**src/rtl/jk_reg_array.sv**
```systemverilog
// jk_reg_array: WIDTH-bit register with four update modes selected by mode:
//   00 JK (per-bit hold/set/clear/toggle), 01 parallel load, 10 shift, 11 count.
// Ports:
//   clk      - sole clock, rising edge
//   RESET_N  - synchronous active-low reset (q and changed cleared)
//   en       - update enable; q holds when low
//   mode     - operating mode
//   j, k     - per-bit JK inputs (JK mode)
//   d        - parallel load data (load mode)
//   dir      - shift: 0 left / 1 right; count: 0 up / 1 down
//   ser_in   - serial bit entering the vacated position (shift mode)
//   q        - registered state
//   tc       - combinational terminal count (count mode, enabled, at the limit)
//   changed  - registered: q took a different value on the previous edge
module jk_reg_array #(
  parameter int unsigned WIDTH    = 8,
  parameter bit          SATURATE = 1'b0
) (
  input  logic             clk,
  input  logic             RESET_N,
  input  logic             en,
  input  logic [1:0]       mode,
  input  logic [WIDTH-1:0] j,
  input  logic [WIDTH-1:0] k,
  input  logic [WIDTH-1:0] d,
  input  logic             dir,
  input  logic             ser_in,
  output logic [WIDTH-1:0] q,
  output logic             tc,
  output logic             changed
);

  typedef enum logic [1:0] {
    MODE_JK    = 2'b00,
    MODE_LOAD  = 2'b01,
    MODE_SHIFT = 2'b10,
    MODE_COUNT = 2'b11
  } mode_t;

  mode_t            mode_e;
  logic [WIDTH-1:0] next_q;
  logic             at_limit;

  assign mode_e = mode_t'(mode);

  // Limit in the current count direction: all-ones going up, zero going down.
  assign at_limit = dir ? (q == '0) : (q == '1);

  assign tc = en && (mode_e == MODE_COUNT) && at_limit;

  always_comb begin
    next_q = q;
    unique case (mode_e)
      MODE_JK: begin
        // Set where j&~k, clear where ~j&k, toggle where j&k, else hold.
        next_q = (j & ~q) | (~k & q);
      end
      MODE_LOAD: begin
        next_q = d;
      end
      MODE_SHIFT: begin
        if (dir)
          next_q = {ser_in, q[WIDTH-1:1]};
        else
          next_q = {q[WIDTH-2:0], ser_in};
      end
      MODE_COUNT: begin
        if (SATURATE && at_limit)
          next_q = q;
        else if (dir)
          next_q = q - WIDTH'(1);
        else
          next_q = q + WIDTH'(1);
      end
      default: next_q = q;
    endcase
  end

  always_ff @(posedge clk) begin
    if (!RESET_N) begin
      q       <= '0;
      changed <= 1'b0;
    end else if (en) begin
      q       <= next_q;
      changed <= (next_q != q);
    end else begin
      changed <= 1'b0;
    end
  end

endmodule

```
**config.mk**
```make
export PLATFORM = sky130hd
export DESIGN_NAME = jk_reg_array
export DESIGN_NICKNAME = d
export VERILOG_FILES = /design/src/rtl/jk_reg_array.sv
export SDC_FILE = /design/constraint.sdc
export NUM_CORES = 1
export LEC_CHECK = 0
export ABC_AREA = 1
export BUFFER_PORTS_ARGS = -buffer_cell sky130_fd_sc_hd__buf_4
export CORE_MARGIN = 8
export CORE_UTILIZATION = 54
export DETAILED_ROUTE_END_ITERATION = 12
export PLACE_DENSITY = 0.85
export SETUP_SLACK_MARGIN = 0.02
export SLEW_MARGIN = 20
export SYNTH_ARGS = -nofsm -noshare
export SYNTH_HDL_FRONTEND = slang
export SYNTH_SLANG_ARGS = --single-unit
```
**constraint.sdc**
```tcl
create_clock -name clk -period 2.7 [get_ports clk]
set_clock_uncertainty 0.15 [all_clocks]
set_input_delay 0.27 -clock clk [delete_from_list [all_inputs] [get_ports clk]]
set_output_delay 0.27 -clock clk [all_outputs]
set_load 0.01 [all_outputs]
```
==> metrics.md, run 1 <==
| Metric | Value |
|---|---|
| Result of the run | `completed` |
| Worst skew pair latency | `0.26 ns` |
| DRC violation total after the first TritonRoute iteration | `70` |
| Finished Cell Area | `between 0.0015 and 0.002 mm^2` |
| Via count of the first global-routing pass | `1352` |
| Startpoint of the worst hold path | `en` |
| Number of nets in the finished design | `around 290` |
| Number of instances in the synthesized netlist | `between 200 and 250` |
| Clock H-tree levels | `1` |
| Top-Level Pins | `~40` |
| Number of maximum-capacitance violations | `0` |
| Top fanout value on the critical path | `6` |
| Number of hold violations in the final report | `0` |
| Worst-path clk slew | `approximately 0.060 ns` |
| Hold path endpoint | `q[3]` |
| Path type of the worst setup path | `register to register` |
| Post-CTS Resized | `0` |
| Starting density of the core | `0.553` |
| Cell Int Power | `between 0.3 and 0.4 mW` |
| Buffers on Ports | `40` |
| Final clock period utilization by the worst path | `0.806` |
| CTS sink count | `9` |
| Fraction of final layout cells sized beyond drive strength 1 | `0.209` |
| Worst reg-to-reg setup slack | `0.52 ns` |
| Type of origin of the critical path | `register` |
| Number of nets still failing antenna checks after routing | `0` |
| GRT overflow | `0` |
| CP max stage cell | `sky130_fd_sc_hd__dfxtp_1` |
| Number of cell instances on the worst register-to-register path | `12` |
| Post-Route Setup TNS | `0 ns` |
| Final slew viol count | `0` |
| Hold depth | `2` |
| Weighted congestion at the end of routability-driven global placement | `just under 0.9` |
| Area added between synthesis and finish | `31.3%` |
| Post-Place Cell Area | `0.00152 mm^2` |
| Clock Path Buffers | `2` |
| Switching pwr | `~0.21 mW` |
| DRC violations left | `0` |
| First-pass GRT wire length | `between 6000 and 7000 um` |
| Power density over the cells | `between 300 and 400 mW/mm^2` |
| Core Box Area | `roughly 0.0021 mm^2` |
| Detail Placement HPWL | `between 2000 and 3000 um` |
| Hold Worst Slack | `approximately 0.13 ns` |
| Number of buffers inserted by hold repair at cts | `0` |
| Relative max-transition margin | `0.714` |
| Count of unique library cells instantiated by Yosys | `26` |
| Type of the most critical hold path | `input port to register` |
| Overall via count from detail_route | `1493` |
| Post-placement cell count | `278` |
| Post-Syn Area | `between 0.001 and 0.0015 mm^2` |
| Post-route setup slack | `0.523 ns` |
| Worst ir drop on vdd | `roughly 430 uV` |
| Via/cell ratio | `between 5 and 6` |
| Type of element capturing the critical path | `register` |
| Setup repair after global routing missed its margin | `false` |
| Critical Path AT | `2.19 ns` |
| Switch share | `0.402` |
| Standard-cell row count | `17` |
| Portion of total power attributed to sequential cells | `0.307` |
| Fin util | `0.726` |
| Share of power burned in the clock network | `0.194` |
| Total power consumption of the routed design | `0.531 mW` |
| # setup viols final | `0` |
| Avg WL per Cell | `12.5 um` |
| Tot GR Track Use | `0.179` |
| Synthesis Warnings | `0` |
| Total clock buffers created by CTS | `3` |
| Number of search-and-repair iterations in the first detailed-routing pass | `4` |
| Post-synthesis sequential area ratio | `0.153` |
| Post-layout minimum cycle time | `2.18 ns` |
| Antenna violations before repair | `0` |
| Syn_area_per_cell | `between 5 and 6 um^2` |
| CTS Root Cell | `sky130_fd_sc_hd__clkbuf_4` |
| Share of power burned in combinational logic | `0.500` |
| Critical Path Max Stage Delay | `0.45 ns` |
| Seq cells post-synth | `9` |
| Crit Reg-Reg Endpoint | `changed` |
| DP Worst Slack | `around 0.48 ns` |
| Die width | `62.7 um` |
| Critical R2R Launch | `q[2]` |
| Buffers inserted during post-CTS setup optimization | `0` |
| Total wire length | `around 3500 um` |
| Net Count, Synth | `about 250` |
| CTS tree | `done` |
| Cell chain of the critical path | `ha_1 > or2_2 > nand3_1 > nand2_1 > o21bai_1 > nand2_1 > nand2_1 > nand2_1 > nor2_1 > nand3_1 > nand2_1 > inv_1` |
| Die Height | `approximately 63 um` |
| Most frequent cell on the critical path | `sky130_fd_sc_hd__nand2_1` |
| Slew at the pin with the worst max-slew slack | `0.429 ns` |
| Crit path required time | `2.71 ns` |
| Antenna diode instance count | `0` |
| Number of standard cells in the final layout excluding fillers | `about 280` |
| Die Area | `around 0.0039 mm^2` |
| Cell leakage power | `roughly 0.85 nW` |
| Maximum number of pins on one net before global-route repair | `20` |
| Maximum clock frequency | `around 460 MHz` |
==> layout by cell type, fill, tap and decap left out, drive strengths merged <==
cell type and instances:
nand2 67, buf 42, inv 32, nand3 21
a21oi 17, o21ai 17, o211ai 11, nor2 10
dfxtp 9, ha 6, clkbuf 4, nor3 3
nand4 3, nor4 2, or2 2, a22oi 2
xor2 2, clkinv 1, o21bai 1, o21a 1
fa 1
==> worst max path at each step <==
stage                     from       to  slack [ns]  depth (start not counted)
final                     q[2]  changed        0.52                         12
after global routing      q[3]  changed        0.28                         12
after CTS                 q[2]  changed        0.53                         12
after detailed placement   dir  changed        0.48                         13
after global placement     dir  changed        0.50                         13
after floorplan           q[2]  changed        0.74                         12
==> worst max-delay path: cells and delay by family (launching register included) <==
| family | cells | cell delay, ns |
|---|---|---|
| AND/OR/NAND/NOR | 9 | 0.98 |
| flip-flops | 1 | 0.45 |
| adder cells (fa/ha/maj) | 1 | 0.30 |
| AO/OA/AOI/OAI | 1 | 0.19 |
| buffers and inverters | 1 | 0.03 |
==> cell families after synthesis <==
family          after synthesis  synth area share
simple gates                108             0.394
compound gates               49             0.244
buf+inv                      35             0.114
flops                         9             0.153
fa+ha+maj                     7            0.0809
xor+xnor                      2            0.0149
==> synth_stat cells <==
cell	instances	share of area
sky130_fd_sc_hd__nor2_4	1	0.0096
sky130_fd_sc_hd__o21bai_1	1	0.0064
sky130_fd_sc_hd__ha_1	6	0.064
sky130_fd_sc_hd__dfxtp_1	9	0.15
sky130_fd_sc_hd__nor2_1	8	0.026
sky130_fd_sc_hd__nor3_1	3	0.013
sky130_fd_sc_hd__clkbuf_1	1	0.0032
sky130_fd_sc_hd__o211ai_1	11	0.070
sky130_fd_sc_hd__nor2_2	1	0.0053
sky130_fd_sc_hd__inv_1	30	0.096
sky130_fd_sc_hd__a22oi_1	2	0.013
sky130_fd_sc_hd__buf_2	1	0.0043
sky130_fd_sc_hd__xor2_1	2	0.015
sky130_fd_sc_hd__inv_2	2	0.0064
sky130_fd_sc_hd__nand2_1	67	0.21
sky130_fd_sc_hd__o21ai_0	14	0.060
sky130_fd_sc_hd__clkinv_2	1	0.0043
sky130_fd_sc_hd__fa_1	1	0.017
sky130_fd_sc_hd__o21ai_1	2	0.0085
sky130_fd_sc_hd__nor4_1	2	0.011
sky130_fd_sc_hd__a21oi_1	17	0.072
sky130_fd_sc_hd__nand4_1	3	0.016
sky130_fd_sc_hd__o21a_1	1	0.0064
sky130_fd_sc_hd__o21ai_2	1	0.0074
sky130_fd_sc_hd__or2_2	2	0.011
sky130_fd_sc_hd__nand3_1	21	0.089
==> power by group through the flow <==
| stage | Clock (mW) | Combinational [mW] | Sequential (mW) |
|---|---|---|---|
| after floorplan | 0 | 0.163 | 0.167 |
| after global placement | 0 | 0.261 | 0.165 |
| after detailed placement | 0 | 0.264 | 0.166 |
| after CTS | 0.106 | 0.265 | 0.163 |
| after global routing | 0.116 | 0.305 | 0.164 |
| final | 0.103 | 0.265 | 0.163 |
==> layout make-up <==
class / count / area (um^2)
sequential: 9 / 180
tap: 28 / 35.0
clock buffer: 4 / 26.3
multi-input combinational: 166 / 862
fill: 213 / 583
inverter: 33 / 125
timing repair buffer: 42 / 315
==> state kept, by name, indices dropped and copies added, names as in the netlist <==
name / count
changed: 1
q: 8
==> per-layer routing <==
layer / GRT usage / vias up / part of all wire
met4: 0.0285 / 0 / 0
li1: - / 792 / -
met2: 0.299 / 58 / 0.47
met1: 0.227 / 643 / 0.46
met3: 0.0484 / 0 / 0.067
met5: 0 / - / 0
Power figures use the tool's default switching activity.
==> inputs of run 2 (changes only) <==
- CORE_UTILIZATION: 54 -> 45
- PLACE_DENSITY: 0.85 -> 0.76
- clock period: 2.7 -> 1.9 ns (I/O delays scaled with it)
==> metrics.md, run 2 (synthesized netlist as in run 1, its figures left out) <==
| Metric | Value |
|---|---|
| Number of maximum-capacitance violations | `0` |
| Starting density of the core | `0.475` |
| Number of standard cells in the final layout excluding fillers | `302` |
| CTS Root Cell | `sky130_fd_sc_hd__clkbuf_4` |
| Maximum clock frequency | `between 500 and 600 MHz` |
| Die width | `between 60 and 70 um` |
| Kind of cell with the highest combined delay on the critical path | `simple AND/OR/NAND/NOR gates` |
| Crit path required time | `1.92 ns` |
| Antenna diode instance count | `0` |
| Type of origin of the critical path | `register` |
| Cell leakage power | `0.952 nW` |
| GRT overflow | `0` |
| Core Box Area | `0.00248 mm^2` |
| Antenna violations before repair | `0` |
| Post-placement cell count | `just under 300` |
| Worst-path clk slew | `0.07 ns` |
| Power density over the cells | `between 400 and 500 mW/mm^2` |
| Critical Path AT | `just under 2 ns` |
| Most frequent cells in the layout | `sky130_fd_sc_hd__nand2_1, sky130_fd_sc_hd__buf_4, sky130_fd_sc_hd__inv_1` |
| Critical Path Max Stage Delay | `0.52 ns` |
| Detail Placement HPWL | `roughly 3200 um` |
| Via count of the first global-routing pass | `approximately 1500` |
| Max reg flops | `8` |
| Number of nets still failing antenna checks after routing | `0` |
| Post-route setup slack | `-0.0247 ns` |
| Clock Path Buffers | `2` |
| DRC violation total after the first TritonRoute iteration | `99` |
| Finished Cell Area | `around 0.0018 mm^2` |
| Register with the most flip-flops | `q` |
| Failing checks | `negative setup slack` |
| CP max stage cell | `sky130_fd_sc_hd__fa_2` |
| Fraction of final layout cells sized beyond drive strength 1 | `0.346` |
| CTS sink count | `9` |
| Worst ir drop on vdd | `between 400 and 500 uV` |
| Total wire length | `between 4000 and 5000 um` |
| Most common cell after layout, fill and taps aside | `sky130_fd_sc_hd__nand2_1` |
| Standard-cell row count | `18` |
| Path type of the worst setup path | `register to register` |
| Final slew viol count | `0` |
| Hold Worst Slack | `0.0236 ns` |
| Worst skew pair latency | `roughly 0.27 ns` |
| Clock H-tree levels | `1` |
| Total clock buffers created by CTS | `3` |
| Type of element capturing the critical path | `register` |
| Type of the most critical hold path | `input port to register` |
| Top-Level Pins | `about 40` |
| # setup viols final | `1` |
| Weighted congestion at the end of routability-driven global placement | `0.858` |
| Slew at the pin with the worst max-slew slack | `0.254 ns` |
| Cell chain of the critical path | `fa_2 > a21oi_1 > o21ai_2 > nand2_1 > nand2_1 > nand2_1 > nor2_1 > nand2_1 > nor2_2 > nand3_1 > nand2_1 > inv_1` |
| Number of hold violations in the final report | `0` |
| Top fanout value on the critical path | `3` |
| Avg WL per Cell | `between 10 and 15 um` |
| Via/cell ratio | `approximately 5.4` |
| Die Area | `~0.0045 mm^2` |
| Number of buffers inserted by hold repair at cts | `0` |
| Setup repair after global routing missed its margin | `true` |
| Area added between synthesis and finish | `51.7%` |
| Count of buffer and inverter cells on the critical path | `1` |
| Tot GR Track Use | `0.191` |
| Overall via count from detail_route | `1616` |
| Die Height | `around 67 um` |
| DRC violations left | `0` |
| Number of search-and-repair iterations in the first detailed-routing pass | `5` |
| Result of the run | `finished with violations` |
| Final clock period utilization by the worst path | `1.01` |
| Buffers on Ports | `40` |
| Most frequent cell on the critical path | `sky130_fd_sc_hd__nand2_1` |
| Largest registers | `q x8, changed x1` |
| Number of nets in the finished design | `between 300 and 400` |
| Post-Route Setup TNS | `-0.0247 ns` |
| CTS tree | `done` |
| Post-layout minimum cycle time | `approximately 1.9 ns` |
| First-pass GRT wire length | `roughly 6800 um` |
| Post-Place Cell Area | `approximately 0.0016 mm^2` |
| Maximum number of pins on one net before global-route repair | `13` |
| Relative max-transition margin | `0.829` |
## run 2: worst reg2reg max path: stages, from the launching register on
cell and delay [ns]:
sky130_fd_sc_hd__dfxtp_2 0.35, sky130_fd_sc_hd__fa_2 0.52, sky130_fd_sc_hd__a21oi_1 0.08, sky130_fd_sc_hd__o21ai_2 0.14, sky130_fd_sc_hd__nand2_1 0.08, sky130_fd_sc_hd__nand2_1 0.06
sky130_fd_sc_hd__nand2_1 0.05, sky130_fd_sc_hd__nor2_1 0.08, sky130_fd_sc_hd__nand2_1 0.08, sky130_fd_sc_hd__nor2_2 0.08, sky130_fd_sc_hd__nand3_1 0.07, sky130_fd_sc_hd__nand2_1 0.06
sky130_fd_sc_hd__inv_1 0.03
## run 2: final timing paths
check | start | endpoint | slack, ns | cells after the start
worst max-delay path | q[1] | changed | -0.02 | 12
worst min-delay path | en | q[3] | 0.02 | 2
worst max register to register | q[1] | changed | -0.02 | 12
worst min register to register | q[4] | q[4] | 0.54 | 3
## run 2: cell type report
type | count | area [um^2]
clock buffers | 4 | 26.3
fillers | 227 | 693
inverters | 33 | 128
multi-input cells | 166 | 942
flip-flops and latches | 9 | 193
well taps | 30 | 37.5
repair buffers | 60 | 458
## run 2: routing by layer
layer | routed length, um | up-vias | share of wire | global-route usage
li1 | - | 829 | - | -
met1 | 1720 | 703 | 0.42 | 0.243
met2 | 1880 | 77 | 0.46 | 0.321
met3 | 410 | 7 | 0.10 | 0.0503
met4 | 51 | 0 | 0.013 | 0.0235
met5 | 0 | - | 0 | 0
## run 2: power breakdown
group	switching, mW	internal [mW]
sequential	0.0185	0.207
clock	0.0804	0.0814
combinational	0.258	0.227
total	0.357	0.516
## run 2: timing repair
item | 4_1_cts | 5_1_grt
pin swaps | 3 | 3
buffers inserted | 3 | 0
resized for setup | 12 | 15
endpoints found under the hold margin | 0 | 0
setup endpoints to repair | 2 | 6
cloned | 0 | 0
## run 2: metrics by stage
step / power, mW / worst slack [ns] / utilization
floorplan: 0.474 / 0.0296 / -
global placement: 0.655 / -0.0730 / 0.662
detailed placement: 0.659 / -0.120 / 0.662
CTS: 0.849 / -0.0255 / 0.706
global route: 0.948 / -0.251 / 0.720
finish: 0.872 / -0.0247 / 0.720
